## src/rtl/proj_param_pkg.sv

```systemverilog
// proj_param_pkg: project-wide APB bus width limits shared by all APB blocks.
package proj_param_pkg;
    localparam int PADDR = 32;
    localparam int PDATA = 32;
endpackage

```

## src/rtl/apb_completer_pkg.sv

```systemverilog
// apb_completer_pkg: FSM state type, wait-counter width, ID register index and address-to-index helper.
package apb_completer_pkg;
    typedef enum logic [1:0] {IDLE, WAIT, RESP} state_e;
    localparam int WAIT_W = 4;
    localparam int ID_IDX = 0;
    localparam int DEF_PADDR = proj_param_pkg::PADDR;
    localparam int DEF_PDATA = proj_param_pkg::PDATA;
    localparam int WORD_W = DEF_PADDR - 2;
    function automatic logic [WORD_W-1:0] reg_index(input logic [DEF_PADDR-1:0] paddr);
        return paddr[DEF_PADDR-1:2];
    endfunction
endpackage

```

## src/rtl/apb_completer_if.sv

```systemverilog
// apb_completer_if: APB bus bundle; master drives psel/penable/pwrite/paddr/pwdata/pstrb, slave returns pready/prdata/pslverr.
interface apb_completer_if #(
    parameter int PADDR = apb_completer_pkg::DEF_PADDR,
    parameter int PDATA = apb_completer_pkg::DEF_PDATA
);
    logic               psel;
    logic               penable;
    logic               pwrite;
    logic [PADDR-1:0]   paddr;
    logic [PDATA-1:0]   pwdata;
    logic [PDATA/8-1:0] pstrb;
    logic               pready;
    logic [PDATA-1:0]   prdata;
    logic               pslverr;
    modport master (output psel, penable, pwrite, paddr, pwdata, pstrb, input pready, prdata, pslverr);
    modport slave (input psel, penable, pwrite, paddr, pwdata, pstrb, output pready, prdata, pslverr);
endinterface

```

## src/rtl/apb_completer_wait_ctr.sv

```systemverilog
// apb_completer_wait_ctr: loadable down-counter for wait states.
//   pclk/prst : clock, synchronous active-high reset
//   load      : load counter with value
//   value     : number of wait states to count
//   done      : count has reached 1 (last wait cycle)
module apb_completer_wait_ctr
    import apb_completer_pkg::*;
(
    input  logic              pclk,
    input  logic              prst,
    input  logic              load,
    input  logic [WAIT_W-1:0] value,
    output logic              done
);
    logic [WAIT_W-1:0] cnt_q, cnt_d;

    always_comb cnt_d = load ? value : (cnt_q != '0 ? cnt_q - WAIT_W'(1) : '0);

    always_ff @(posedge pclk) begin
        if (prst) cnt_q <= '0;
        else      cnt_q <= cnt_d;
    end

    assign done = cnt_q == WAIT_W'(1);
endmodule

```

## src/rtl/apb_completer.sv

```systemverilog
// apb_completer: APB completer with programmable wait states, NREG registers (reg 0 = read-only ID) and PSLVERR on illegal accesses.
//   pclk/prst : clock, synchronous active-high reset
//   bus       : APB slave modport (psel, penable, pwrite, paddr, pwdata, pstrb -> pready, prdata, pslverr)
//   regs_o    : flat register bank, reg i at [i*PDATA +: PDATA]
//   APB_COMPLETER_PSTRB_EN : byte-lane writes via pstrb; reads with nonzero pstrb error. Undefined: pstrb ignored.
module apb_completer
    import apb_completer_pkg::*;
#(
    parameter int          PADDR       = DEF_PADDR,
    parameter int          PDATA       = DEF_PDATA,
    parameter int          NREG        = 16,
    parameter int          WAIT_CYCLES = 0,
    parameter logic [31:0] ID_VALUE    = 32'hA9B0_0001
) (
    input  logic                  pclk,
    input  logic                  prst,
    apb_completer_if.slave        bus,
    output logic [NREG*PDATA-1:0] regs_o
);
    localparam int IDX_W = NREG > 1 ? $clog2(NREG) : 1;

    state_e              state_q, state_d;
    logic [PADDR-1:0]    addr;
    logic [WORD_W-1:0]   word;
    logic [IDX_W-1:0]    dec_idx, idx_q, idx_d, cur_idx;
    logic                dec_err, strb_err, err_q, err_d, cur_err;
    logic                write_q, write_d, cur_write;
    logic                setup, load, done, enter_resp, commit;
    logic                pready_q, pready_d, pslverr_q, pslverr_d;
    logic [PDATA-1:0]    prdata_q, prdata_d;
    logic [PDATA/8-1:0]  strb;
    logic [PDATA-1:0]    regs_q [NREG];
    logic [PDATA-1:0]    regs_d [NREG];

`ifdef APB_COMPLETER_PSTRB_EN
    assign strb     = bus.pstrb;
    assign strb_err = !bus.pwrite && bus.pstrb != '0;
`else
    logic unused_pstrb;
    assign strb         = '1;
    assign strb_err     = 1'b0;
    assign unused_pstrb = ^bus.pstrb;
`endif

    assign addr    = bus.paddr;
    assign word    = reg_index(DEF_PADDR'(addr));
    assign dec_idx = word[IDX_W-1:0];
    assign dec_err = addr[1:0] != 2'b00 || word >= WORD_W'(NREG) ||
                     (bus.pwrite && word == WORD_W'(ID_IDX)) || strb_err;

    apb_completer_wait_ctr u_wait_ctr (
        .pclk  (pclk),
        .prst  (prst),
        .load  (load),
        .value (WAIT_W'(WAIT_CYCLES)),
        .done  (done)
    );

    // Decode is taken live from the bus in IDLE (zero-wait case enters RESP at the setup edge), latched otherwise.
    always_comb begin
        setup      = bus.psel && !bus.penable;
        load       = state_q == IDLE && setup;
        cur_idx    = state_q == IDLE ? dec_idx : idx_q;
        cur_err    = state_q == IDLE ? dec_err : err_q;
        cur_write  = state_q == IDLE ? bus.pwrite : write_q;
        idx_d      = load ? dec_idx : idx_q;
        err_d      = load ? dec_err : err_q;
        write_d    = load ? bus.pwrite : write_q;
        enter_resp = (load && WAIT_CYCLES == 0) || (state_q == WAIT && bus.psel && done);
        state_d    = enter_resp ? RESP : (load || (state_q == WAIT && bus.psel)) ? WAIT : IDLE;
        pready_d   = enter_resp;
        pslverr_d  = enter_resp && cur_err;
        prdata_d   = (enter_resp && !cur_err && !cur_write) ? regs_q[cur_idx] : '0;
        commit     = state_q == RESP && bus.psel && bus.penable && pready_q && write_q && !err_q;
        regs_d     = regs_q;
        for (int k = 0; k < PDATA / 8; k++)
            if (commit && strb[k]) regs_d[idx_q][8*k +: 8] = bus.pwdata[8*k +: 8];
    end

    always_ff @(posedge pclk) begin
        if (prst) begin
            state_q   <= IDLE;
            pready_q  <= 1'b0;
            pslverr_q <= 1'b0;
            prdata_q  <= '0;
            idx_q     <= '0;
            err_q     <= 1'b0;
            write_q   <= 1'b0;
            for (int i = 0; i < NREG; i++) regs_q[i] <= i == ID_IDX ? PDATA'(ID_VALUE) : '0;
        end else begin
            state_q   <= state_d;
            pready_q  <= pready_d;
            pslverr_q <= pslverr_d;
            prdata_q  <= prdata_d;
            idx_q     <= idx_d;
            err_q     <= err_d;
            write_q   <= write_d;
            regs_q    <= regs_d;
        end
    end

    assign bus.pready  = pready_q;
    assign bus.pslverr = pslverr_q;
    assign bus.prdata  = prdata_q;

    for (genvar g = 0; g < NREG; g++) begin : g_regs
        assign regs_o[g*PDATA +: PDATA] = regs_q[g];
    end
endmodule

```

## src/flat_wrapper.sv

```systemverilog
// flat-port wrapper written by rule: the top's interface ports become plain ports
module apb_completer_flat import apb_completer_pkg::*;
#(
    parameter int          PADDR       = DEF_PADDR,
    parameter int          PDATA       = DEF_PDATA,
    parameter int          NREG        = 16,
    parameter int          WAIT_CYCLES = 0,
    parameter logic [31:0] ID_VALUE    = 32'hA9B0_0001
)
  (pclk, prst, regs_o, bus_psel, bus_penable, bus_pwrite, bus_paddr, bus_pwdata, bus_pstrb, bus_pready, bus_prdata, bus_pslverr);
  apb_completer_if #(.PADDR(PADDR), .PDATA(PDATA)) bus_i ();
  input  logic pclk;
  input  logic prst;
  output logic [NREG*PDATA-1:0] regs_o;
  input wire logic [$bits(bus_i.psel)-1:0] bus_psel;
  input wire logic [$bits(bus_i.penable)-1:0] bus_penable;
  input wire logic [$bits(bus_i.pwrite)-1:0] bus_pwrite;
  input wire logic [$bits(bus_i.paddr)-1:0] bus_paddr;
  input wire logic [$bits(bus_i.pwdata)-1:0] bus_pwdata;
  input wire logic [$bits(bus_i.pstrb)-1:0] bus_pstrb;
  output wire logic [$bits(bus_i.pready)-1:0] bus_pready;
  output wire logic [$bits(bus_i.prdata)-1:0] bus_prdata;
  output wire logic [$bits(bus_i.pslverr)-1:0] bus_pslverr;
  assign bus_i.psel = bus_psel;
  assign bus_i.penable = bus_penable;
  assign bus_i.pwrite = bus_pwrite;
  assign bus_i.paddr = bus_paddr;
  assign bus_i.pwdata = bus_pwdata;
  assign bus_i.pstrb = bus_pstrb;
  assign bus_pready = bus_i.pready;
  assign bus_prdata = bus_i.prdata;
  assign bus_pslverr = bus_i.pslverr;
  apb_completer #(.PADDR(PADDR), .PDATA(PDATA), .NREG(NREG), .WAIT_CYCLES(WAIT_CYCLES), .ID_VALUE(ID_VALUE)) u_core (.pclk(pclk), .prst(prst), .bus(bus_i), .regs_o(regs_o));
endmodule
```

## config.mk

```make
export PLATFORM = sky130hd
export DESIGN_NAME = apb_completer_flat
export DESIGN_NICKNAME = d
export VERILOG_FILES = /design/src/rtl/proj_param_pkg.sv /design/src/rtl/apb_completer_pkg.sv /design/src/rtl/apb_completer_if.sv /design/src/rtl/apb_completer_wait_ctr.sv /design/src/rtl/apb_completer.sv /design/src/flat_wrapper.sv
export SDC_FILE = /design/constraint.sdc
export NUM_CORES = 1
export LEC_CHECK = 0
export ABC_AREA = 1
export CORE_AREA = 5 5 240 242
export DETAILED_ROUTE_END_ITERATION = 8
export DIE_AREA = 0 0 245 247
export GPL_TIMING_DRIVEN = 0
export HOLD_SLACK_MARGIN = 0.1
export PLACE_DENSITY = 0.74
export SLEW_MARGIN = 30
export SYNTH_ARGS = -nofsm -noshare
export SYNTH_HDL_FRONTEND = slang
export SYNTH_SLANG_ARGS = --single-unit
```

## constraint.sdc

```tcl
create_clock -name pclk -period 4.1 [get_ports pclk]
set_input_delay 0.615 -clock pclk [delete_from_list [all_inputs] [get_ports pclk]]
set_output_delay 0.615 -clock pclk [all_outputs]
set_load 0.05 [all_outputs]
```

# Yosys cells after proc, flatten, opt, wreduce, memory -nomap -nowiden
# Cells that the tools add are included.
[totals] inputBits=73 output_inout_bits=546 wordCells=90 regBits=558
[op_classes] addsub=1 eq_ne=3 n_lt_le_gt_ge=4 bitwise_logic=4 mux=24 n_reduce_logical=29
[op_table] operator="$bwmux W512" count=4
[op_table] operator="$mux W512" count=4
[op_table] operator="$demux W32 S4" count=4
[op_table] operator="$bmux W32 S4" count=1
[op_table] operator="$mux W32" count=3
[op_table] operator="$ge A30 B5 Y1 const B" count=1
[op_table] operator="$logic_not A30 Y1" count=1
[op_table] operator="$mux W24" count=1
[op_table] operator="$mux W16" count=1
[op_table] operator="$logic_and A1 B1 Y1" count=14
[op_table] operator="$ge A5 B5 Y1 const B" count=2
[op_table] operator="$not A4 Y5" count=2
[op_table] operator="$mux W8" count=1
[op_table] operator="$lt A5 B1 Y1 const B" count=1
[op_table] operator="$eq A4 B1 Y1 const B" count=1
[op_table] operator="$logic_not A1 Y1" count=4
[op_table] operator="$logic_or A1 B1 Y1" count=4
[op_table] operator="$mux W4" count=1
[op_table] operator="$reduce_bool A4 Y1" count=1
[op_table] operator="$reduce_or A2 Y1" count=2
[op_table] operator="$sub A4 B1 Y4 const B" count=1
[op_table] operator="$mux W1" count=3
[op_table] operator="$reduce_or A3 Y1" count=1
[op_table] operator="$eq A2 B1 Y1 const B" count=1
[op_table] operator="5 further kinds" count=6

# Depth between registers and ports, before layout
# Gate-level depths: netlist (run 1).
[depth] depth_word=13 depth_mapped=13 mapped_depth_nobuf=11

# Cells and area by module
# A second synthesis (run 1) with hierarchy kept.
[unflattened] hier_cells=3894 hier_area_um2=25913.6
[by_module_without_submodules] mod="apb_completer" seq_area_each_um2=11070.6 cells_per_inst=3863 n_inst=1 area_per_inst_um2=25713.4
[by_module_without_submodules] mod="apb_completer_wait_ctr" seq_area_each_um2=80.1 cells_per_inst=31 n_inst=1 area_per_inst_um2=200.2

# Least setup slack after synthesis (run 1)
# Ideal clock, no wire load.
[synth_timing] kind="reg2reg" start="register, netlist name u_core.bus.pready" end="register u_core.prdata_q[27] (netlist: u_core.bus.prdata[27])" path_stages_with_launch=12 arrival_time_ps=1823 synth_period_minus_slack_ps=1938 required_time_ps=3985 path_buffers=2 path_slack_ps=2162 setup_time_ps=115 cell_sequence="dfxtp_1 -> inv_2 -> nand2_2 -> nand2_2 -> nand2_2 -> buf_4 -> buf_2 -> nand2_1 -> nand3_1 -> nand3_1 -> a21oi_1 -> nor2_1"
[synth_lines] item="to (signal assigned)" line="apb_completer.sv:94" text="prdata_q <= prdata_d;"
[synth_lines] item="to (decl)" line="apb_completer.sv:30" text="logic [PDATA-1:0] prdata_q, prdata_d;"

==> impl_metrics.csv, run 1 <==
group,metric,value,unit
outcome,outcome,"complete, no violations",
grt,grt_start_max_net_pins,15,
worst_setup_path,critical_path.max_fanout,10,
worst_setup_path,worst_setup_path_startpoint,"u_core.bus.pready",
detailed_routing,detail_route.wl_per_cell,24.8,um
timing,hold_viol,0,
logic_synthesis,synth.yosys.warnings,0,
placement,detailedPlacementHpwl,107,mm
pwr,power_density,356,nW/um^2
logic_synthesis,synthFlopType,"dfxtp_1",
pwr,p_int,9.08,mW
timing,slew_headroom,0.349,
cts,cts.clk_slew.worst_paths,0.06,ns
worst_setup_path,criticalPathCategory,"flip-flop to flip-flop",
timing,clock.fmax,335,MHz
cells_and_area,final_core_area_utilization,0.640,
worst_setup_path,crit_path_frequent_cell,"nand2_1",
worst_setup_path,critPathTopFamily,"simple AND/OR/NAND/NOR gates",
worst_setup_path,path_buf_inv,2,
pwr,power.sequential.fraction,0.434,
grt,grt_busiest_layer,"met2",
placement,last_weighted_congestion_value_of_the_routability_driven_placer,1.02,
worst_setup_path,endpoint_kind,"flip-flop",
logic_synthesis,ys_ff_latch,557,
cells_and_area,num-nets-final,4738,
die,placement_rows,86,
timing,final.period_utilization,0.728,
hold_path,worst_hold_path_type,"flip-flop to flip-flop",
pwr,p_leak,13.0,nW
cells_and_area,fin_cells,5418,
timing,setup_tns,0,ns
worst_setup_path,critical_path.reg2reg.startpoint,"u_core.bus.pready",
logic_synthesis,synth_cell_type_count,30,
die,die_x,245,um
worst_setup_path,critical-path-max-stage-delay,0.47,ns
pwr,sw_frac_of_total,0.273,
cts,cts_repair_resize_count,0,
placement,numPlacedInstances,5305,
grt,number_of_global_route_vias_before_repair,27900,
cts,clock_tree.root_cell,"clkbuf_16",
logic_synthesis,synthesis.instances,3988,
logic_synthesis,postSynthAreaPerCell,6.54,sq um
pwr,power_switching,3.42,mW
logic_synthesis,synthesis.area,26100,sq um
logic_synthesis,synth_edf_count,0,
cts,post-cts-setup-buffers,0,
cts,cts_hold_buffers,0,
detailed_routing,drt_wl_total,134,mm
placement,place_worst_setup_slack,0.695,ns
detailed_routing,drt-pass1-iter-count,7,
worst_setup_path,cells_traversed_along_the_worst_timing_path,"nor2_4 -> nand2_1 -> nand2_2 -> buf_4 -> buf_2 -> nand2_1 -> nand3_1 -> nand2_1 -> nand2_1 -> nand3_1 -> nand2_1 -> nor2_1",
detailed_routing,vias,30400,
cells_and_area,final_common_cell,"nand2_1",
detailed_routing,detailedRoute.firstIterationViolations,4129,
worst_setup_path,timing.reg2reg.setup_slack,1.12,ns
die,die_ar,60500,sq um
detailed_routing,route.detailed.vias_per_inst,5.61,
die,die-height,247,um
logic_synthesis,post_synthesis_net_count,4063,
grt,gr-usage-met2,0.673,
worst_setup_path,arrival,3.45,ns
timing,grt_setup_unrepaired,"no",
pwr,clock_power_share,0.456,
hold_path,timing.hold.worst.start,"u_core.u_wait_ctr.cnt_q[0]",
cts,cts_inserted_buffers,60,
worst_setup_path,critical_path.slowest_cell,"nor2_1",
cts,clock_sinks,557,
detailed_routing,antenna_violating_nets_post_route,0,
grt,grt.met3_usage,0.111,
cts,max-clock-path-buffers,3,
cts,htree_num_levels,2,
die,floorplan.initialDensity,0.475,
die,io_pins,619,
grt,global_route_total_overflow,0,
logic_synthesis,yosysSeqAreaShare,0.428,
placement,buffer_ports.inserted,613,
grt,total_global_routing_track_utilization,0.422,
pwr,power.ir.vdd_worst,0.335,mV
grt,wire_length_of_the_first_global_routing_pass,190,mm
timing,tightestPinTransition,0.969,ns
cts,cts_tree,"yes",
timing,finalWorstPathRequiredPeriod,2.98,ns
cts,clk_latency,0.64,ns
timing,skew,0.0166,ns
flow_run,max_cap_viol_count,0,
grt,grt_antenna_before_repair,4,
logic_synthesis,asyncSetResetFlopFracSynth,0,
cells_and_area,layout-drive-gt1-share,0.0611,
cells_and_area,final_cell_mix,"1293 x nand2_1, 613 x clkdlybuf4s50_1, 557 x dfxtp_1",
timing,worst_slack,1.12,ns
die,core,54900,sq um
timing,timing.final.setup_violations,0,
worst_setup_path,worst-endpoint-required,4.56,ns
detailed_routing,route.detailed.drc,0,
timing,slew_violations,0,
cells_and_area,layout_area_growth_over_synthesis,34.8,%
worst_setup_path,worst_setup_path_start_kind,"flip-flop",
pwr,p_comb_frac,0.110,
grt,gr-usage-met1,0.533,
## worst register-to-register path: stages (launching register included)
cell	delay (ns)
dfxtp_1	0.43
nor2_4	0.08
nand2_1	0.28
nand2_2	0.19
buf_4	0.23
buf_2	0.31
nand2_1	0.14
nand3_1	0.19
nand2_1	0.25
nand2_1	0.08
nand3_1	0.07
nand2_1	0.09
nor2_1	0.47
## cell usage after synthesis (2+ instances only)
library cell	count	area, sq um
nor2_2	12	75.1
nor2_4	4	45.0
buf_2	71	355
ha_1	2	25.0
a21oi_1	552	2760
or2_2	2	12.5
buf_6	9	101
buf_1	4	15.0
nand3_1	487	2440
o21ai_0	150	751
nor3_1	3	15.0
inv_2	24	90.1
buf_4	44	330
dfxtp_1	557	11200
clkbuf_1	168	631
o211ai_1	2	15.0
nor2_1	60	225
nand2_1	1293	4850
nand2_2	15	93.8
o21ai_1	21	105
nand4_2	2	25.0
inv_1	498	1870
## path summary, 6_finish.rpt
| check | endpoint | cells after the start |
|---|---|---|
| worst min-delay path | u_core.u_wait_ctr.cnt_q[0] | 1 |
| worst max register to register | u_core.bus.prdata[0] | 12 |
| worst max-delay path | u_core.bus.prdata[0] | 12 |
| worst min register to register | u_core.u_wait_ctr.cnt_q[0] | 1 |
## area by class of cell
class	count	area (sq um)
sequential	557	11200
clock buffer	89	1800
antenna	2	5.00
inverter	522	1960
timing repair buffer	613	6140
multi-input combinational	2613	11500
clock inverter	22	235
fill	5241	19800
tap	704	881
buffer	296	1430
## metal layers
metal,up-vias,wire [um]
met5,-,0
met4,0,7890
met3,392,17400
met2,2086,59800
met1,14000,49100
li1,13900,-
## power by group through the flow
stage               Sequential (mW)  Clock, mW  Combinational, mW
finish                         5.42       5.70               1.37
global route                   5.42       5.90               1.42
CTS                            5.42       5.67               1.30
detailed placement             5.54          0               1.30
global placement               5.54          0               1.29
floorplan                      5.55          0              0.691
## flip-flops by register name (all words and copies together), names as in the netlist
signal / cells
u_core.write_q: 1
u_core.bus.prdata: 32
u_core.err_q: 1
u_core.bus.pslverr: 1
u_core.idx_q: 4
u_core.state_q: 1
u_core.bus.pready: 1
u_core.regs_o: 512
u_core.u_wait_ctr.cnt_q: 4
## per-stage QoR
| stage | hold slack (ns) | cell area, sq um | power, mW |
|---|---|---|---|
| floorplan | 0.417 | 26100 | 6.24 |
| global placement | 0.430 | 33100 | 6.83 |
| detailed placement | 0.440 | 33100 | 6.84 |
| global route | 0.488 | 35100 | 12.7 |
| CTS | 0.452 | 35100 | 12.4 |
| finish | 0.456 | 35100 | 12.5 |
## kinds of logic after synthesis
group	Yosys count	share of synthesized area
AO/OA/AOI/OAI	727	0.140
buffers and inverters	818	0.130
XOR/XNOR	1	0.000336
flip-flops	557	0.428
AND/OR/NAND/NOR	1883	0.300
adder cells (fa/ha/maj)	2	0.000960
(Power assumes the default switching activity.)
==> inputs of run 2 (changes only) <==
--- a/config.mk
+++ b/config.mk
@@ -6,12 +6,12 @@
 export NUM_CORES = 1
 export LEC_CHECK = 0
 export ABC_AREA = 1
-export CORE_AREA = 5 5 240 242
+export CORE_MARGIN = 5
+export CORE_UTILIZATION = 50
 export DETAILED_ROUTE_END_ITERATION = 8
-export DIE_AREA = 0 0 245 247
 export GPL_TIMING_DRIVEN = 0
 export HOLD_SLACK_MARGIN = 0.1
-export PLACE_DENSITY = 0.74
+export PLACE_DENSITY = 0.77
 export SLEW_MARGIN = 30
 export SYNTH_ARGS = -nofsm -noshare
 export SYNTH_HDL_FRONTEND = slang
==> constraint.sdc (replaced) <==
create_clock -name pclk -period 2.8 [get_ports pclk]
set_input_delay 0.42 -clock pclk [delete_from_list [all_inputs] [get_ports pclk]]
set_output_delay 0.42 -clock pclk [all_outputs]
set_load 0.05 [all_outputs]
==> run 2 against run 1 <==
Largest cell class unchanged. Worst setup slack worse by 1.1 ns. Non-clock buffer count did not move. Register-to-register slack got worse by 1.1 ns.
==> impl_metrics.csv, run 2 (synthesized netlist as in run 1, its figures left out) <==
group,metric,value,unit
placement,last_weighted_congestion_value_of_the_routability_driven_placer,1.04,
cts,max-clock-path-buffers,3,
pwr,power.ir.vdd_worst,0.464,mV
cts,clock_sinks,557,
placement,buffer_ports.inserted,613,
worst_setup_path,cells_traversed_along_the_worst_timing_path,"nor2_4 -> nand2_1 -> nand2_2 -> buf_4 -> buf_2 -> nand2_1 -> nand3_1 -> nand3_1 -> a21oi_1 -> nor2_1",
pwr,clock_power_share,0.458,
timing,timing.final.setup_violations,0,
grt,number_of_global_route_vias_before_repair,28000,
cts,cts_inserted_buffers,59,
pwr,total_power,18.4,mW
worst_setup_path,critical-path-max-stage-delay,0.49,ns
cells_and_area,layout-drive-gt1-share,0.0614,
die,io_pins,619,
cells_and_area,largest_register_ffs,512,
worst_setup_path,criticalPathCategory,"flip-flop to flip-flop",
die,die_ar,56800,sq um
detailed_routing,detailedRoute.firstIterationViolations,4443,
die,placement_rows,83,
pwr,power.sequential.fraction,0.432,
pwr,p_leak,13.0,nW
die,die_x,238,um
detailed_routing,antenna_violating_nets_post_route,0,
placement,detailedPlacementHpwl,106,mm
timing,skew,0.0128,ns
timing,finalWorstPathRequiredPeriod,2.78,ns
worst_setup_path,critPathTopFamily,"simple AND/OR/NAND/NOR gates",
detailed_routing,drt-pass1-iter-count,8,
die,floorplan.initialDensity,0.506,
cells_and_area,layout_area_growth_over_synthesis,34.7,%
cts,post-cts-setup-buffers,0,
hold_path,worst_hold_path_type,"input pin to flip-flop",
timing,final.period_utilization,0.992,
pwr,p_comb_frac,0.111,
detailed_routing,route.detailed.vias_per_inst,5.74,
timing,clock.fmax,360,MHz
timing,slew_headroom,0.373,
grt,total_global_routing_track_utilization,0.445,
timing,slew_violations,0,
cts,clock_tree.root_cell,"clkbuf_16",
grt,grt_start_max_net_pins,15,
worst_setup_path,worst_setup_path_start_kind,"flip-flop",
timing,hold_viol,0,
detailed_routing,vias,30900,
timing,setup_tns,0,ns
worst_setup_path,worst-endpoint-required,3.26,ns
grt,grt_antenna_before_repair,10,
flow_run,max_cap_viol_count,0,
worst_setup_path,endpoint_kind,"flip-flop",
cells_and_area,num-nets-final,4737,
outcome,outcome,"complete, no violations",
timing,grt_setup_unrepaired,"no",
cts,cts.clk_slew.worst_paths,0.07,ns
pwr,sw_frac_of_total,0.276,
timing,tightestPinTransition,0.941,ns
cts,htree_num_levels,2,
cts,cts_tree,"yes",
grt,global_route_total_overflow,0,
worst_setup_path,critical_path.max_fanout,10,
die,core,51500,sq um
grt,wire_length_of_the_first_global_routing_pass,189,mm
pwr,p_int,13.3,mW
die,die-height,238,um
cells_and_area,final_common_cell,"nand2_1",
pwr,power_density,524,nW/um^2
pwr,power_switching,5.07,mW
worst_setup_path,critical_path.slowest_cell,"nor2_1",
cts,clk_latency,0.63,ns
detailed_routing,drt_wl_total,135,mm
cells_and_area,final_core_area_utilization,0.682,
worst_setup_path,path_buf_inv,2,
detailed_routing,route.detailed.drc,0,
worst_setup_path,arrival,3.24,ns
detailed_routing,detail_route.wl_per_cell,25.0,um
cells_and_area,final_cell_mix,"1293 x nand2_1, 613 x clkdlybuf4s50_1, 557 x dfxtp_1",
[run 2: changes by cell type in the layout (fill, tap and decap cells not counted), sizes merged]
cell | before | now
clkinv | 17 | 12
clkbuf | 257 | 248
inv | 522 | 523
bufinv | 5 | 7
clkinvlp | 0 | 6
diode | 2 | 4
[run 2: power groups by stage]
stage	logic (mW)	registers, mW	clock network, mW
6_report	2.03	7.94	8.42
3_3_place_gp	1.89	8.12	0
4_1_cts	1.91	7.94	8.31
3_5_place_dp	1.90	8.12	0
5_1_grt	2.09	7.94	8.63
2_1_floorplan	1.01	8.13	0
[run 2: final timing paths]
kind	endpoint	cells past startpoint	slack [ns]	startpoint
worst max-delay path	u_core.bus.prdata[20]	10	0.02	u_core.bus.pready
worst min-delay path	u_core.idx_q[0]	3	0.44	bus_paddr[2]
worst max register to register	u_core.bus.prdata[20]	10	0.02	u_core.bus.pready
worst min register to register	u_core.u_wait_ctr.cnt_q[0]	1	0.47	u_core.u_wait_ctr.cnt_q[0]
[run 2: stage by stage]
step / std cells / setup slack, ns / hold WS [ns] / instance area (sq um)
2_1_floorplan: 3988 / 0.862 / 0.417 / 26100
3_3_place_gp: 5281 / -0.641 / 0.434 / 33000
3_5_place_dp: 5281 / -0.426 / 0.455 / 33100
4_1_cts: 5387 / 0.0285 / 0.418 / 35100
5_1_grt: 5390 / 0.00413 / 0.466 / 35100
6_report: 5391 / 0.0215 / 0.438 / 35100
[run 2: what timing repair did]
| item | CTS | global route |
|---|---|---|
| gates resized for setup | 0 | 3 |
| hold buffers | 0 | 0 |
| endpoints found under the setup margin | 0 | 3 |
[run 2: worst reg2reg max path: cells and delay by family, from the launching register on]
kind	cells	cell delay [ns]
buf+inv	2	0.59
flops	1	0.43
compound gates	1	0.07
simple gates	7	1.52
[run 2: area by class of cell]
| cell class | instances | area (sq um) |
|---|---|---|
| fillers | 4714 | 16400 |
| multi-input cells | 2613 | 11500 |
| flip-flops and latches | 557 | 11200 |
| repair buffers | 613 | 6140 |
| inverters | 522 | 1960 |
| clock buffers | 80 | 1710 |
| plain buffers | 296 | 1430 |
| well taps | 680 | 851 |
| clock inverters | 26 | 324 |
| diodes | 4 | 10.0 |
[run 2: metal layers]
layer / vias up / GRT usage / share of wire
li1: 13900 / - / -
met5: - / 0 / 0.00051
met4: 10 / 0.213 / 0.061
met2: 2233 / 0.699 / 0.44
met3: 460 / 0.156 / 0.15
met1: 14300 / 0.547 / 0.35
